===== src/rtl/text_banner_ctrl.sv =====
// Banner text controller: picks the glyph slot for each pixel, animates slide-in and blink,
// and gates the renderer's glyph bit into a registered text_on two clocks after x/y.
module text_banner_ctrl #(
  parameter int ORIGIN_X     = 200,
  parameter int ORIGIN_Y     = 230,
  parameter int PITCH        = 16,
  parameter int SLIDE_START  = 600,
  parameter int SLIDE_STEP   = 8,
  parameter int BLINK_FRAMES = 30
) (
  input  logic        clk,
  input  logic        reset,
  input  logic [9:0]  x,
  input  logic [9:0]  y,
  input  logic        video_on,
  input  logic        frame_tick,
  input  logic        show,
  input  logic        blink_en,
  input  logic [1:0]  msg_sel,
  input  logic        glyph_char,
  output logic [9:0]  glyph_x,
  output logic [9:0]  glyph_y,
  output logic [31:0] posx,
  output logic [31:0] posy,
  output logic [4:0]  select_char,
  output logic        text_on,
  output logic        busy
);

  localparam int PSH = $clog2(PITCH);
  localparam int CW  = $clog2(BLINK_FRAMES);
  localparam logic [9:0]    OX       = 10'(ORIGIN_X);
  localparam logic [9:0]    OY       = 10'(ORIGIN_Y);
  localparam logic [9:0]    OY_END   = 10'(ORIGIN_Y + 19);
  localparam logic [9:0]    START    = 10'(SLIDE_START);
  localparam logic [9:0]    ENTRY    = 10'(SLIDE_START - SLIDE_STEP);
  localparam logic [9:0]    CLAMP_AT = 10'(ORIGIN_X + SLIDE_STEP);
  localparam logic [9:0]    STEP     = 10'(SLIDE_STEP);
  localparam logic [CW-1:0] CNT_LAST = CW'(BLINK_FRAMES - 1);
  localparam logic [4:0]    BLANK    = 5'd31;

  typedef enum logic [1:0] {IDLE, SLIDE, HOLD} state_t;

  state_t        state, state_nx;
  logic [9:0]    origin, origin_nx;
  logic [1:0]    msg_latch, msg_nx;
  logic [CW-1:0] blink_cnt, blink_nx;
  logic          phase_on, phase_nx;

  function automatic logic [2:0] msg_len(input logic [1:0] m);
    case (m)
      2'd0:    return 3'd5;
      2'd1:    return 3'd2;
      2'd2:    return 3'd3;
      default: return 3'd5;
    endcase
  endfunction

  function automatic logic [4:0] msg_code(input logic [1:0] m, input logic [2:0] i);
    logic [4:0] c;
    c = BLANK;
    case (m)
      2'd0: case (i)
        3'd0: c = 5'd0; 3'd1: c = 5'd1; 3'd2: c = 5'd4; 3'd3: c = 5'd2; 3'd4: c = 5'd1;
        default: c = BLANK;
      endcase
      2'd1: case (i)
        3'd0: c = 5'd3; 3'd1: c = 5'd8;
        default: c = BLANK;
      endcase
      2'd2: case (i)
        3'd0: c = 5'd6; 3'd1: c = 5'd7; 3'd2: c = 5'd1;
        default: c = BLANK;
      endcase
      default: case (i)
        3'd0: c = 5'd2; 3'd1: c = 5'd7; 3'd2: c = 5'd3; 3'd3: c = 5'd6; 3'd4: c = 5'd1;
        default: c = BLANK;
      endcase
    endcase
    return c;
  endfunction

  always_ff @(posedge clk or posedge reset) begin
    if (reset) begin
      state     <= IDLE;
      origin    <= START;
      msg_latch <= '0;
      blink_cnt <= '0;
      phase_on  <= 1'b1;
    end else begin
      state     <= state_nx;
      origin    <= origin_nx;
      msg_latch <= msg_nx;
      blink_cnt <= blink_nx;
      phase_on  <= phase_nx;
    end
  end

  // Entering SLIDE already takes the first step, so the first frame after a start shows SLIDE_START-SLIDE_STEP.
  always_comb begin
    state_nx  = state;
    origin_nx = origin;
    msg_nx    = msg_latch;
    blink_nx  = blink_cnt;
    phase_nx  = phase_on;
    if (frame_tick) begin
      if (state != IDLE && !show) begin
        state_nx  = IDLE;
        origin_nx = START;
      end else begin
        case (state)
          IDLE: if (show) begin
            state_nx  = SLIDE;
            msg_nx    = msg_sel;
            origin_nx = ENTRY;
          end
          SLIDE, HOLD: begin
            if (msg_sel != msg_latch) begin
              state_nx  = SLIDE;
              msg_nx    = msg_sel;
              origin_nx = ENTRY;
            end else if (state == SLIDE) begin
              if (origin <= CLAMP_AT) begin
                origin_nx = OX;
                state_nx  = HOLD;
              end else begin
                origin_nx = origin - STEP;
              end
            end else if (blink_en) begin
              if (blink_cnt == CNT_LAST) begin
                blink_nx = '0;
                phase_nx = ~phase_on;
              end else begin
                blink_nx = blink_cnt + 1'b1;
              end
            end else begin
              blink_nx = '0;
              phase_nx = 1'b1;
            end
          end
          default: state_nx = IDLE;
        endcase
      end
    end
  end

  always_comb begin
    busy = (state == SLIDE);
  end

  logic signed [10:0] dx;
  logic [10-PSH:0]    slot;
  logic [10:0]        slot_base;
  logic [10:0]        slot_left;
  logic               valid, inbox, inbox_q;

  always_comb begin
    dx        = $signed({1'b0, x} - {1'b0, origin});
    slot      = dx[10:PSH];
    slot_base = {dx[10:PSH], {PSH{1'b0}}};
    slot_left = dx[10] ? {1'b0, origin} : ({1'b0, origin} + slot_base);
    valid     = !dx[10] && (slot < (11-PSH)'(msg_len(msg_latch))) && (state != IDLE);
    inbox     = valid && (dx[PSH-1:0] <= PSH'(9)) && (y >= OY) && (y <= OY_END)
                && video_on && phase_on;
  end

  always_ff @(posedge clk or posedge reset) begin
    if (reset) begin
      glyph_x     <= '0;
      glyph_y     <= '0;
      posx        <= '0;
      select_char <= BLANK;
      inbox_q     <= 1'b0;
      text_on     <= 1'b0;
    end else begin
      glyph_x     <= x;
      glyph_y     <= y;
      posx        <= 32'(slot_left);
      select_char <= valid ? msg_code(msg_latch, slot[2:0]) : BLANK;
      inbox_q     <= inbox;
      text_on     <= inbox_q & glyph_char;
    end
  end

  assign posy = 32'(ORIGIN_Y);

endmodule


===== config.mk =====
export PLATFORM = sky130hd
export DESIGN_NAME = text_banner_ctrl
export DESIGN_NICKNAME = d
export VERILOG_FILES = /design/src/rtl/text_banner_ctrl.sv
export SDC_FILE = /design/constraint.sdc
export NUM_CORES = 1
export LEC_CHECK = 0
export CAP_MARGIN = 20
export CORE_MARGIN = 4
export CORE_UTILIZATION = 50
export DETAILED_ROUTE_END_ITERATION = 12
export DONT_BUFFER_PORTS = 1
export HOLD_SLACK_MARGIN = 0.12
export PLACE_DENSITY_LB_ADDON = 0.3
export SLEW_MARGIN = 20
export SYNTH_ARGS = -nofsm -noshare
export SYNTH_HDL_FRONTEND = slang
export SYNTH_SLANG_ARGS = --single-unit

===== constraint.sdc =====
create_clock -name clk -period 3.3 [get_ports clk]
set_input_delay 0.66 -clock clk [delete_from_list [all_inputs] [get_ports clk]]
set_output_delay 0.66 -clock clk [all_outputs]
set_load 0.05 [all_outputs]

==> reports/results.ini <==
[status]
outcome = completed

[detailed_routing]
vias_per_cell = 5.37
initialDrtViolationCount = 127
ant_nets = 0
wire_per_inst_um = 14.5
drc = 0
dr.pass1.iters = 4
wl_um = 6590
vias = 2434

[synth]
netlist.area_leader.share = 0.310
ys_seq_elements = 52
netlist_instances = 364
async_flop_share = 1.00
yosys_most_used_dff = dfrtp_1
synth.distinct_cells = 53
ys_seq_area_frac = 0.387
synth_enable_flop_cells = 0
synth.area.top_cells = dfrtp_1 31%, buf_4 12%, ha_1 9.6%
ys_warn_count = 0
yosysTopAreaCell = dfrtp_1
syn_area_um2 = 3390
avgSynthCellArea_um2 = 9.32

[sta]
rsz0062_at_grt = false
skew_ns = 0.00872
fin_ws_ns = 0.224
hold_violations = 0
slew_viol_final = 0
slew-limit-headroom = 0.283
fmax_ghz = 0.325
post-route-period-util = 0.932
min_period_ns = 3.08
whs_ns = 0.371
worst_slew_pin_slew_ns = 1.06
finalSetupViolCount = 0
finalSetupTns_ns = 0

[hold_path]
worstHoldPathType = in -> reg

[cells_and_area]
syn2layout_area_growth_pct = 0.848
n_fill_cell = 593
final_common_cell = conb_1
fin_util = 0.530
multi_input_area_um2 = 1760
final_nets = 431
final_cell_mix = 57 x conb_1, 42 x dfrtp_1, 26 x ha_1
n_antenna_cell = 0
drive_gt1_frac = 0.0957
seq_area_um2 = 1310

[worst_setup_path]
worst_ep_arrival_time_ns = 3.28
path_class = reg -> reg
cp-start-kind = flip-flop
crit_chain = inv_1 > ha_1 > a211o_1 > nand2_1 > inv_1 > ha_1 > fa_1 > a21oi_1 > nor2_1 > nor2_1 > nor2b_1 > o21a_1 > o21a_1
max_stage_delay_ns = 0.57
crit_slowest_cell = dfstp_2
worstPathMaxFanout = 6
crit_path_end_kind = flip-flop
crit_required_ns = 3.50

[floorplan]
ios = 120
rows = 29
initial_core_util = 0.525
coreArea_um2 = 6460
die_w_um = 90.4
fp.dieH_um = 90.4
die_area_um2 = 8170

[power_and_ir_drop]
leakage_uw = 0.00159
power_frac_comb = 0.461
p_total_uw = 2500
pwr-share-seq = 0.394
power_density_nw_per_um2 = 732
power.net_switching_uw = 1190
irDropWorstVdd_v = 0.000301
swShare = 0.477
clockPowerShare = 0.145
intPower_uw = 1310

[global_route]
antenna_found_initial = 0
grt_pass1_vias = 2159
grt_usage = 0.158
grt_max_degree = 53
grt_overflow = 0
grt_pass1_wl_um = 10700

[flow_run]
maxCapViolCount = 0

[clocking]
clkLatencyLatePin_ns = 0.31
root_buffer = clkbuf_8
numCtsBuffers = 5
cts_hold_buf = 0
cts_tree = done
htreeDepth = 2
cts_buffer_depth = 2
clkSinkCount = 52
clk_pin_slew_ns = 0.10

[placement]
place_hpwl_um = 5170
pre_cts_ws_ns = 0.171
io_buffers = 0
gp_congestion = 0.836

[through the flow]
stage,cell area (µm²),cells
2_1_floorplan,3600,419
3_3_place_gp,3320,443
3_5_place_dp,3320,443
4_1_cts,3400,451
5_1_grt,3420,453
6_report,3420,453
[path summary, 6_finish.rpt]
path | startpoint | endpoint | slack [ns] | cells after the start
worst max register to register | origin[3] | posx[10] | 0.22 | 13
max in group asynchronous | reset | origin[8] | 2.42 | 1
min in group asynchronous | reset | glyph_x[4] | 0.38 | 1
worst max-delay path | origin[3] | posx[10] | 0.22 | 13
worst min-delay path | x[4] | glyph_x[4] | 0.37 | 0
worst min register to register | origin[3] | posx[3] | 0.43 | 0
[registers in the layout (all words and copies together), names as in the netlist]
register,cells
glyph_y,10
text_on,1
select_char,5
blink_cnt,5
msg_latch,2
glyph_x,10
state,2
posx,8
origin,7
phase_on,1
inbox_q,1
[cell usage after synthesis (3+ instances only)]
cell type / instances
dfstp_2: 10
a21o_1: 4
nor3b_1: 3
nand3_1: 12
nand2b_1: 6
a31oi_1: 4
dfrtp_1: 42
nor3_1: 6
ha_1: 26
buf_4: 56
nor4_1: 3
a211oi_1: 3
inv_1: 22
a21oi_1: 20
nand2_1: 23
xor2_1: 3
o21a_1: 5
or3_1: 4
xnor2_1: 9
o22ai_1: 3
nor2_1: 22
o211ai_1: 3
o21ai_0: 25
o31ai_1: 5
clkbuf_1: 3
[per-layer routing]
metal	track usage	share of wire	vias to the layer above	routed length, µm
met5	0	0	-	0
met4	0.0383	0.0096	0	63
met3	0.0425	0.078	7	516
met2	0.263	0.48	89	3190
met1	0.205	0.43	1154	2830
li1	-	-	1184	-
[power groups by stage]
stage / registers [µW] / logic (µW) / clock network, µW
global placement: 998 / 1120 / 0
finish: 988 / 1150 / 363
floorplan: 978 / 946 / 0
detailed placement: 1000 / 1140 / 0
CTS: 990 / 1150 / 373
global route: 1000 / 1280 / 404
[cells by family (layout without fill, tap and decap cells)]
family | count (synthesis) | after routing | share of synthesized area
AOI/OAI and AO/OA | 86 | 86 | 0.160
xor gates and xnor gates | 12 | 12 | 0.0310
adders and majority gates | 27 | 27 | 0.102
buffers and inverters | 84 | 41 | 0.155
DFF | 52 | 52 | 0.387
muxes | 3 | 3 | 0.00922
other | 2 | 57 | 0.00221
and+or+nand+nor | 98 | 98 | 0.153
[critical path: cells and delay by family, from the launching register on]
kind                       cells  cell delay [ns]
adders and majority gates      3             1.01
DFF                            1             0.57
and+or+nand+nor                4             0.38
AOI/OAI and AO/OA              4             0.84
buffers and inverters          2             0.16
[cell type report]
cell class                 instances  area share
multi-input combinational        283       0.514
sequential                        52       0.384
tap                               77      0.0282
inverter                          23      0.0256
timing repair buffer              10      0.0219
clock buffer                       6      0.0212
clock inverter                     2     0.00475
[what timing repair did]
| action | in CTS | in global routing |
|---|---|---|
| gates resized for setup | 0 | 2 |
| endpoints found under the setup margin | 0 | 4 |
| setup buffers | 0 | 2 |
Note: power is estimated with default switching activity, not from simulation.
